**src/rtl/pc_redirect_ctrl.sv**
```systemverilog
// pc_redirect_ctrl: fetch PC sequencing with branch redirect, flush, halt/resume; redirect counter built only when REDIRECT_CNT_EN is defined
module pc_redirect_ctrl #(
  parameter int WIDTH = 9
) (
  input  logic             clk,
  input  logic             rst_n,
  input  logic             ex_valid,
  input  logic             pc_sel,
  input  logic [31:0]      branch_pc,
  input  logic             stall,
  input  logic             resume,
  output logic [WIDTH-1:0] pc,
  output logic             flush_if_id,
  output logic             flush_id_ex,
  output logic             halted,
  output logic             misalign_err,
  output logic [15:0]      redirect_cnt
);
  typedef enum logic [1:0] {RUN, FLUSH, HALT} state_t;
  state_t state, state_nx;
  logic [WIDTH-1:0] pc_nx, pc_seq;
  logic take, halt_take, jump;
  assign take      = ex_valid & pc_sel & (state == RUN);
  assign halt_take = take & (&branch_pc);
  assign jump      = take & ~halt_take;
  assign pc_seq    = stall ? pc : pc + WIDTH'(4);
  // next state and next pc; a redirect outranks stall, HALT ignores everything but resume
  always_comb begin
    state_nx = state;
    pc_nx    = pc;
    case (state)
      RUN: begin
        if (halt_take) state_nx = HALT;
        else if (jump) begin
          pc_nx    = {branch_pc[WIDTH-1:2], 2'b00};
          state_nx = FLUSH;
        end else pc_nx = pc_seq;
      end
      FLUSH: begin
        pc_nx    = pc_seq;
        state_nx = RUN;
      end
      HALT: begin
        if (resume) begin
          pc_nx    = '0;
          state_nx = RUN;
        end
      end
      default: state_nx = RUN;
    endcase
  end
  // flushes follow the take combinationally but are forced low while reset is held
  always_comb begin
    flush_if_id = take & rst_n;
    flush_id_ex = take & rst_n;
    halted      = (state == HALT);
  end
  // state, pc and sticky misalignment flag
  always_ff @(posedge clk or negedge rst_n) begin
    if (!rst_n) begin
      state        <= RUN;
      pc           <= '0;
      misalign_err <= 1'b0;
    end else begin
      state <= state_nx;
      pc    <= pc_nx;
      if (jump && |branch_pc[1:0]) misalign_err <= 1'b1;
    end
  end
`ifdef REDIRECT_CNT_EN
  logic [15:0] cnt;
  // saturating count of non-halt redirects
  always_ff @(posedge clk or negedge rst_n) begin
    if (!rst_n) cnt <= '0;
    else if (jump && ~&cnt) cnt <= cnt + 16'd1;
  end
  assign redirect_cnt = cnt;
`else
  assign redirect_cnt = 16'h0000;
`endif
endmodule

```
**config.mk**
```make
export PLATFORM = sky130hd
export DESIGN_NAME = pc_redirect_ctrl
export DESIGN_NICKNAME = d
export VERILOG_FILES = /design/src/rtl/pc_redirect_ctrl.sv
export SDC_FILE = /design/constraint.sdc
export NUM_CORES = 1
export LEC_CHECK = 0
export CAP_MARGIN = 20
export CORE_MARGIN = 8
export CORE_UTILIZATION = 38
export CTS_CLUSTER_DIAMETER = 150
export DETAILED_ROUTE_END_ITERATION = 7
export PLACE_DENSITY_LB_ADDON = 0.25
export SLEW_MARGIN = 20
export SYNTH_ARGS = -nofsm -noshare
export SYNTH_HDL_FRONTEND = slang
export SYNTH_SLANG_ARGS = --single-unit
```
**constraint.sdc**
```tcl
create_clock -name clk -period 4.53 [get_ports clk]
set_input_delay 0.906 -clock clk [delete_from_list [all_inputs] [get_ports clk]]
set_output_delay 0.906 -clock clk [all_outputs]
set_load 0.02 [all_outputs]
```
After elaboration in Yosys (flattened, before gate mapping):

Index checks and enable logic that the tools add are counted.

* bits in registers: 12
* bits in latches: 0
* memory bits (writable): 0
* bits in read-only memories: 0
* input bits: 38
* output and inout bits: 29
* word-level logic and storage cells: 31
* memories kept: 0

* add/sub/neg operators: 1
* multipliers: 0
* div/mod/pow operators: 0
* $lt $le $gt $ge: 0
* equal/unequal tests: 5
* shifts and indexed selects: 0
* multiplexer cells: 9
* bitwise logic cells: 6
* reduce and logical (&&, ||, !) cells: 7

Operators with widths (count)
* $mux W9: 4
* $reduce_and A32 Y1: 1
* $pmux W9 S3: 1
* $add A9 B3 Y9 const B: 1
* $mux W2: 3
* $and A1 B1 Y1: 5
* $ne A2 B2 Y1 const B: 2
* $pmux W2 S2: 1
* $ne A3 B3 Y1 const B: 1
* $reduce_and A3 Y1: 1
* $reduce_bool A3 Y1: 1
* $eq A2 B1 Y1 const B: 1
* $eq A2 B2 Y1 const B: 1
* $logic_not A2 Y1: 1
* $reduce_and A2 Y1: 1
* $reduce_or A2 Y1: 1
* $logic_and A1 B1 Y1: 1
* $not A1 Y1: 1

Depth between registers and ports, before layout:

Gate-level depths: netlist (run 1).

* depth in word-level cells: 8
* mapped depth: 8
* mapped depth without buffers: 7

Least setup slack after synthesis (run 1):

Ideal clock, no wire load.

* path type: input port to output port
* start: input ex_valid
* end: output flush_if_id
* data arrival time: 1.504 ns
* required time: 3.624 ns
* path slack: 2.120 ns
* stages: 3
* path buffers: 1
* cell sequence: and3_1 -> and2_1 -> buf_4

* word-level cells in the longest chain between the ends: 3

RTL lines
* start: declaration: RTL line 7 `input logic ex_valid,`
* $and A1 B1 Y1 (2 in a row): RTL line 23 `assign take = ex_valid & pc_sel & (state == RUN);`
* $and A1 B1 Y1
* end: declaration: RTL line 13 `output logic flush_if_id,`

Every way passes these cells.

Final worst setup path (run 1):

* start: input ex_valid
* end: output flush_if_id

* word-level cells in the longest chain between the ends: 3

RTL lines
* $and A1 B1 Y1 (2 in a row): RTL line 23
* $and A1 B1 Y1: RTL line 54 `flush_if_id = take & rst_n;`

Every way passes these cells.

==> flow_summary.yaml, run 1 <==
timing:
  worst_slew_pin_slew_ns: 0.7816
  rsz0062_at_grt: "no"
  period_share_pct: 72.56
  fmax_ghz: 0.3042
  relSlewSlack_pct: 47.89
  fin_crit_ns: 3.287
  hold_violations: 0
  skew_ns: 0.003410
  maxSlewViolCount: 0
  setup_tns_ns: 0
  finalSetupViolations: 0
yosys:
  synth_enable_flop_cells: 0
  ys.warnings.count: 0
  yosys.area.top_type: "dfrtp_1"
  synth_area_per_cell_um2: 8.948
  synthTopCellsByArea: "dfrtp_1, buf_4, ha_1, mux2i_1, o22ai_2"
  synth.distinct_cells: 33
  synth_top_area_share_pct: 24.97
  yosys_register_bits: 10
  synth_flop_cell: "dfrtp_1"
  post-synth-top-count-cell: "buf_4"
  syn-cell-area_um2: 1002
  synthCells: 112
  synth-seq-area-share_pct: 24.97
  synth_common_cells: "buf_4, dfrtp_1, nor2_1, nand4_1, inv_1"
  async_flop_share_pct: 100.0
drt:
  drt-initial-drc-count: 25
  wire_per_inst_um: 14.94
  antenna_left: 0
  wl_um: 2854
  via_per_inst: 5.089
  vias: 972
  drc: 0
  drt_pass1_iterations: 4
pwr:
  p_int_uw: 259.2
  powerDensity_nw_per_um2: 299.4
  ir_worst_vdd_uv: 200.6
  seqPwrFrac_pct: 32.9
  p_comb_share_pct: 53.2
  p_switching_uw: 176.8
  netSwitchingFraction_pct: 40.55
  p_leak_nw: 0.6129
  clockPowerShare_pct: 13.8
clock_tree:
  insertion_delay_ns: 0.26
  ctsResizeCount: 0
  clock_sinks: 10
  cts.path.max_buffers: 2
  clkSlewWorstSetupHoldPaths_ns: 0.06
  cts_htree_levels: 1
  cts_tree: "built"
  cts_buffers: 3
  clock-root-buffer: "clkbuf_4"
  cts_hold_buf: 0
  post_cts_buffers: 0
setup_path:
  endpoint_kind: "output port"
  cp_slowest_cell: "clkdlybuf4s50_1"
  start_kind: "input port"
  critPathRequiredTime_ns: 3.62
  cp_slowest_stage_delay_ns: 0.62
  reg2reg_depth: 6
  critPathKind: "input port to output port"
  r2r_start: "state[1]"
  critPathMostFrequentCell: "clkdlybuf4s50_1"
  path_max_fanout: 3
  regToRegEndpoint: "pc[7]"
  path_cells: "clkdlybuf4s50_1 -> and3_1 -> and2_1 -> clkdlybuf4s50_1"
  arrival_ns: 2.38
  rrSetupSlack_ns: 2.48
floorplan:
  dieArea_um2: 4537
  coreArea_um2: 2500
  ios: 67
  die_height_um: 67.36
  die_x_um: 67.36
  rows: 18
  start_util_pct: 40.09
placement:
  place_congestion: 0.7999
  dp_hpwl_um: 2418
  port_buffers: 48
cells_and_area:
  finalNetCount: 206
  syn_to_final_growth_pct: 45.32
  diodes: 0
  num-fill-cells: 233
  layout-drive-gt1-share_pct: 11.18
  final_util_pct: 58.26
job:
  maxCapViolations: 0
global_route:
  grt_overflow: 0
  grt_max_degree: 15
  grt_pass1_wl_um: 4809
  grt_use_total_pct: 13.46
  antenna_found_initial: 0
  grt_pass1_vias: 1077
run_status:
  status: "completed"
hold_path:
  holdCritPathClass: "flop to flop"
  whs_endpoint: "misalign_err"
  hp-start: "misalign_err"
  whs_path_depth: 1
==> kinds of logic (layout without fill, tap and decap cells) <==
kind of cell               after synthesis  after routing  share of synthesized area, %
DFF                                     10             10                         24.97
adders and majority gates                5              5                         6.242
other                                    1             18                        0.3742
buffers and inverters                   26             58                         17.98
muxes                                    5              5                         4.994
AOI/OAI and AO/OA                       23             23                         20.97
and+or+nand+nor                         42             42                         24.47
==> metal layers <==
layer	up-vias	routed length, µm	global-route usage [%]	part of all wire [%]
met3	4	415	7.450	15
met2	56	1372	22.34	48
li1	471	-	-	-
met1	441	1041	13.96	36
met4	0	25	5.222	0.88
met5	-	0	0	0
==> worst max-delay path by stage <==
stage	startpoint	endpoint	slack, ns	depth (start not counted)
2_1_floorplan	ex_valid	flush_if_id	2.12	3
3_3_place_gp	ex_valid	flush_id_ex	1.26	4
3_5_place_dp	ex_valid	flush_id_ex	1.24	4
4_1_cts	ex_valid	flush_id_ex	1.23	4
5_1_grt	ex_valid	flush_id_ex	1.20	4
6_report	ex_valid	flush_if_id	1.24	4
==> power groups by stage <==
| stage | clock network (mW) | logic, mW | registers [mW] |
|---|---|---|---|
| 3_5_place_dp | 0 | 0.233 | 0.146 |
| 6_report | 0.0603 | 0.232 | 0.144 |
| 2_1_floorplan | 0 | 0.119 | 0.166 |
| 3_3_place_gp | 0 | 0.229 | 0.143 |
| 5_1_grt | 0.0692 | 0.253 | 0.148 |
| 4_1_cts | 0.0621 | 0.234 | 0.144 |
==> flip-flops by register name (all words and copies together), names as in the netlist <==
name / flops
state: 2
misalign_err: 1
pc: 7
==> worst max-delay path, delay by kind of cell <==
| kind | cells | cell delay (ns) |
|---|---|---|
| buffers and inverters | 2 | 1.12 |
| AND/OR/NAND/NOR | 2 | 0.36 |
==> final cells by class <==
cell class,count,area [µm²],share of cell area [%]
multi-input combinational,93,635.6,43.64
sequential,10,250.2,17.18
clock buffer,3,22.52,1.546
tap,30,37.54,2.577
timing repair buffer,49,488.0,33.51
inverter,6,22.52,1.546
==> through the flow <==
| step | worst slack, ns | area [µm²] | cells | hold slack [ns] | power [mW] |
|---|---|---|---|---|---|
| 5_1_grt | 1.203 | 1456 | 191 | 0.5192 | 0.4703 |
| 2_1_floorplan | 2.120 | 1066 | 129 | 0.5163 | 0.2847 |
| 3_5_place_dp | 1.244 | 1434 | 188 | 0.4586 | 0.3785 |
| 6_report | 1.243 | 1456 | 191 | 0.4793 | 0.4360 |
| 4_1_cts | 1.231 | 1456 | 191 | 0.4825 | 0.4404 |
| 3_3_place_gp | 1.257 | 1434 | 188 | 0.4513 | 0.3723 |
==> cells in the final DEF, fill, tap and decap left out <==
master           synthesis  layout
a21o_1                   1       1
a21oi_1                  2       2
a22o_1                   2       2
a31oi_1                  4       4
and2_1                   1       1
and3_1                   2       2
buf_4                   19       1
clkbuf_4                 0       3
clkdlybuf4s50_1          0      48
conb_1                   1      18
dfrtp_1                 10      10
ha_1                     5       5
inv_1                    6       6
mux2i_1                  5       5
nand2_1                  4       4
nand2b_1                 3       3
nand3_1                  2       2
nand4_1                  7       7
nand4_2                  1       1
nand4b_1                 2       2
nor2_1                   8       8
nor2b_1                  2       2
nor3_1                   5       5
nor4_1                   1       1
o211ai_1                 1       1
o21ai_1                  1       1
o21ai_2                  5       5
o21ai_4                  1       1
o22ai_1                  1       1
o22ai_2                  4       4
o31ai_4                  1       1
or2_1                    1       1
or3_1                    1       1
or4_4                    2       2
(Power assumes the default switching activity.)
==> inputs of run 2 (changes only) <==
- CORE_UTILIZATION: 38 -> 32
- clock period: 4.53 -> 2.8 ns (I/O delays scaled with it)
==> flow_summary.yaml, run 2 (synthesized netlist as in run 1, its figures left out) <==
clock_tree:
  clkSlewWorstSetupHoldPaths_ns: 0.06
  clock_sinks: 10
  cts_buffers: 3
  ctsResizeCount: 0
  clock-root-buffer: "clkbuf_4"
  cts_tree: "built"
  cts_htree_levels: 1
  cts_hold_buf: 0
  insertion_delay_ns: 0.26
  cts.path.max_buffers: 2
  post_cts_buffers: 0
drt:
  via_per_inst: 4.650
  drt_pass1_iterations: 4
  drt-initial-drc-count: 66
  wire_per_inst_um: 14.38
  vias: 958
  drc: 0
  wl_um: 2963
  antenna_left: 0
floorplan:
  rows: 20
  dieArea_um2: 5179
  coreArea_um2: 3028
  ios: 67
  die_height_um: 71.97
  start_util_pct: 33.10
  die_x_um: 71.97
timing:
  setup_tns_ns: 0
  skew_ns: 0.001612
  maxSlewViolCount: 0
  hold_violations: 0
  finalSetupViolations: 0
  period_share_pct: 93.06
  fin_crit_ns: 2.606
  fmax_ghz: 0.3838
  rsz0062_at_grt: "no"
  worst_slack_ns: 0.1942
setup_path:
  path_buf_inv: 2
  cp_slowest_stage_delay_ns: 0.62
  critPathRequiredTime_ns: 2.24
  path_max_fanout: 3
  rrSetupSlack_ns: 0.87
  r2r_start: "state[0]"
  critPathMostFrequentCell: "clkdlybuf4s50_1"
  cp.depth: 4
  endpoint_kind: "output port"
  critPathKind: "input port to output port"
  path_cells: "clkdlybuf4s50_1 -> and3_1 -> and2_1 -> clkdlybuf4s50_1"
  cp_slowest_cell: "clkdlybuf4s50_1"
  arrival_ns: 2.05
  regToRegEndpoint: "pc[5]"
  crit_path_start: "ex_valid"
  start_kind: "input port"
  cpLargestDelayFamily: "buffers and inverters"
  reg2reg_depth: 7
hold_path:
  whs_path_depth: 1
  holdCritPathClass: "flop to flop"
  hp-start: "misalign_err"
  whs_endpoint: "misalign_err"
placement:
  post-place-ws_ns: 0.1813
  port_buffers: 48
  place_congestion: 0.7966
  dp_hpwl_um: 2541
cells_and_area:
  final-seq-area_um2: 250.2
  finalNetCount: 207
  layout-drive-gt1-share_pct: 11.73
  diodes: 0
  num-fill-cells: 318
  largest_reg_flops: 7
  final_common_cell: "clkdlybuf4s50_1"
  layout_common_cells: "clkdlybuf4s50_1, conb_1, dfrtp_1, nor2_1, nand4_1"
  final_util_pct: 48.93
  multiInputGateArea_um2: 635.6
  top_register: "pc"
  top_regs: "pc (7), state (2), misalign_err (1)"
  syn_to_final_growth_pct: 47.82
global_route:
  antenna_found_initial: 0
  grt_overflow: 0
  grt_pass1_vias: 1022
  grt_pass1_wl_um: 4774
  grt_max_degree: 15
  grt_use_total_pct: 11.48
pwr:
  ir_worst_vdd_uv: 138.3
  powerDensity_nw_per_um2: 481.7
  p_leak_nw: 0.6184
run_status:
  status: "completed"
job:
  maxCapViolations: 0
run 2: changes by cell type in the layout (fill, tap and decap cells not counted):
cell,previous run,this run
buf_4,1,2
run 2: cell type report:
cell class	count	area share, %
Multi-Input combinational cell	93	42.91
Timing Repair Buffer	50	33.45
Sequential cell	10	16.89
Tap cell	44	3.716
Clock buffer	3	1.520
Inverter	6	1.520
run 2: worst max-delay path by stage:
stage                       end  slack, ns
floorplan                 pc[5]       0.85
global placement    flush_if_id       0.20
detailed placement  flush_if_id       0.18
CTS                 flush_if_id       0.18
global route        flush_if_id       0.13
finish              flush_if_id       0.19
run 2: worst register-to-register path: stages (launching register included):
cell     delay [ns]
dfrtp_1        0.42
inv_1          0.10
ha_1           0.20
nand3_1        0.23
nor2_1         0.33
o21ai_4        0.18
a31oi_1        0.24
o22ai_2        0.11
run 2: metrics by stage:
stage | hold WS (ns) | cell area (µm²) | power, mW | cells
2_1_floorplan | 0.2644 | 1066 | 0.4606 | 129
3_3_place_gp | 0.4596 | 1459 | 0.6068 | 203
3_5_place_dp | 0.4602 | 1459 | 0.6193 | 203
4_1_cts | 0.4789 | 1481 | 0.7190 | 206
5_1_grt | 0.4859 | 1481 | 0.7603 | 206
6_report | 0.4734 | 1481 | 0.7136 | 206
run 2: power breakdown:
part / internal (mW) / switching [mW] / total (mW)
sequential: 0.183 / 0.0520 / 0.235
clock: 0.0496 / 0.0474 / 0.0970
combinational: 0.188 / 0.194 / 0.382
run 2: layer usage:
| metal | part of all wire [%] | GRT usage, % | routed length [µm] | vias to the layer above |
|---|---|---|---|---|
| met1 | 40 | 12.36 | 1199 | 434 |
| met5 | 0 | 0 | 0 | - |
| li1 | - | - | - | 473 |
| met3 | 12 | 5.647 | 370 | 4 |
| met2 | 46 | 19.33 | 1367 | 47 |
| met4 | 0.88 | 3.401 | 26 | 0 |
==> inputs of run 3 (changes only) <==
- ABC_CLOCK_PERIOD_IN_PS: default -> 2800
- SLEW_MARGIN: 20 -> 40
==> results of run 3 <==
The final DEF is identical to that of run 2; final timing and power are the same.
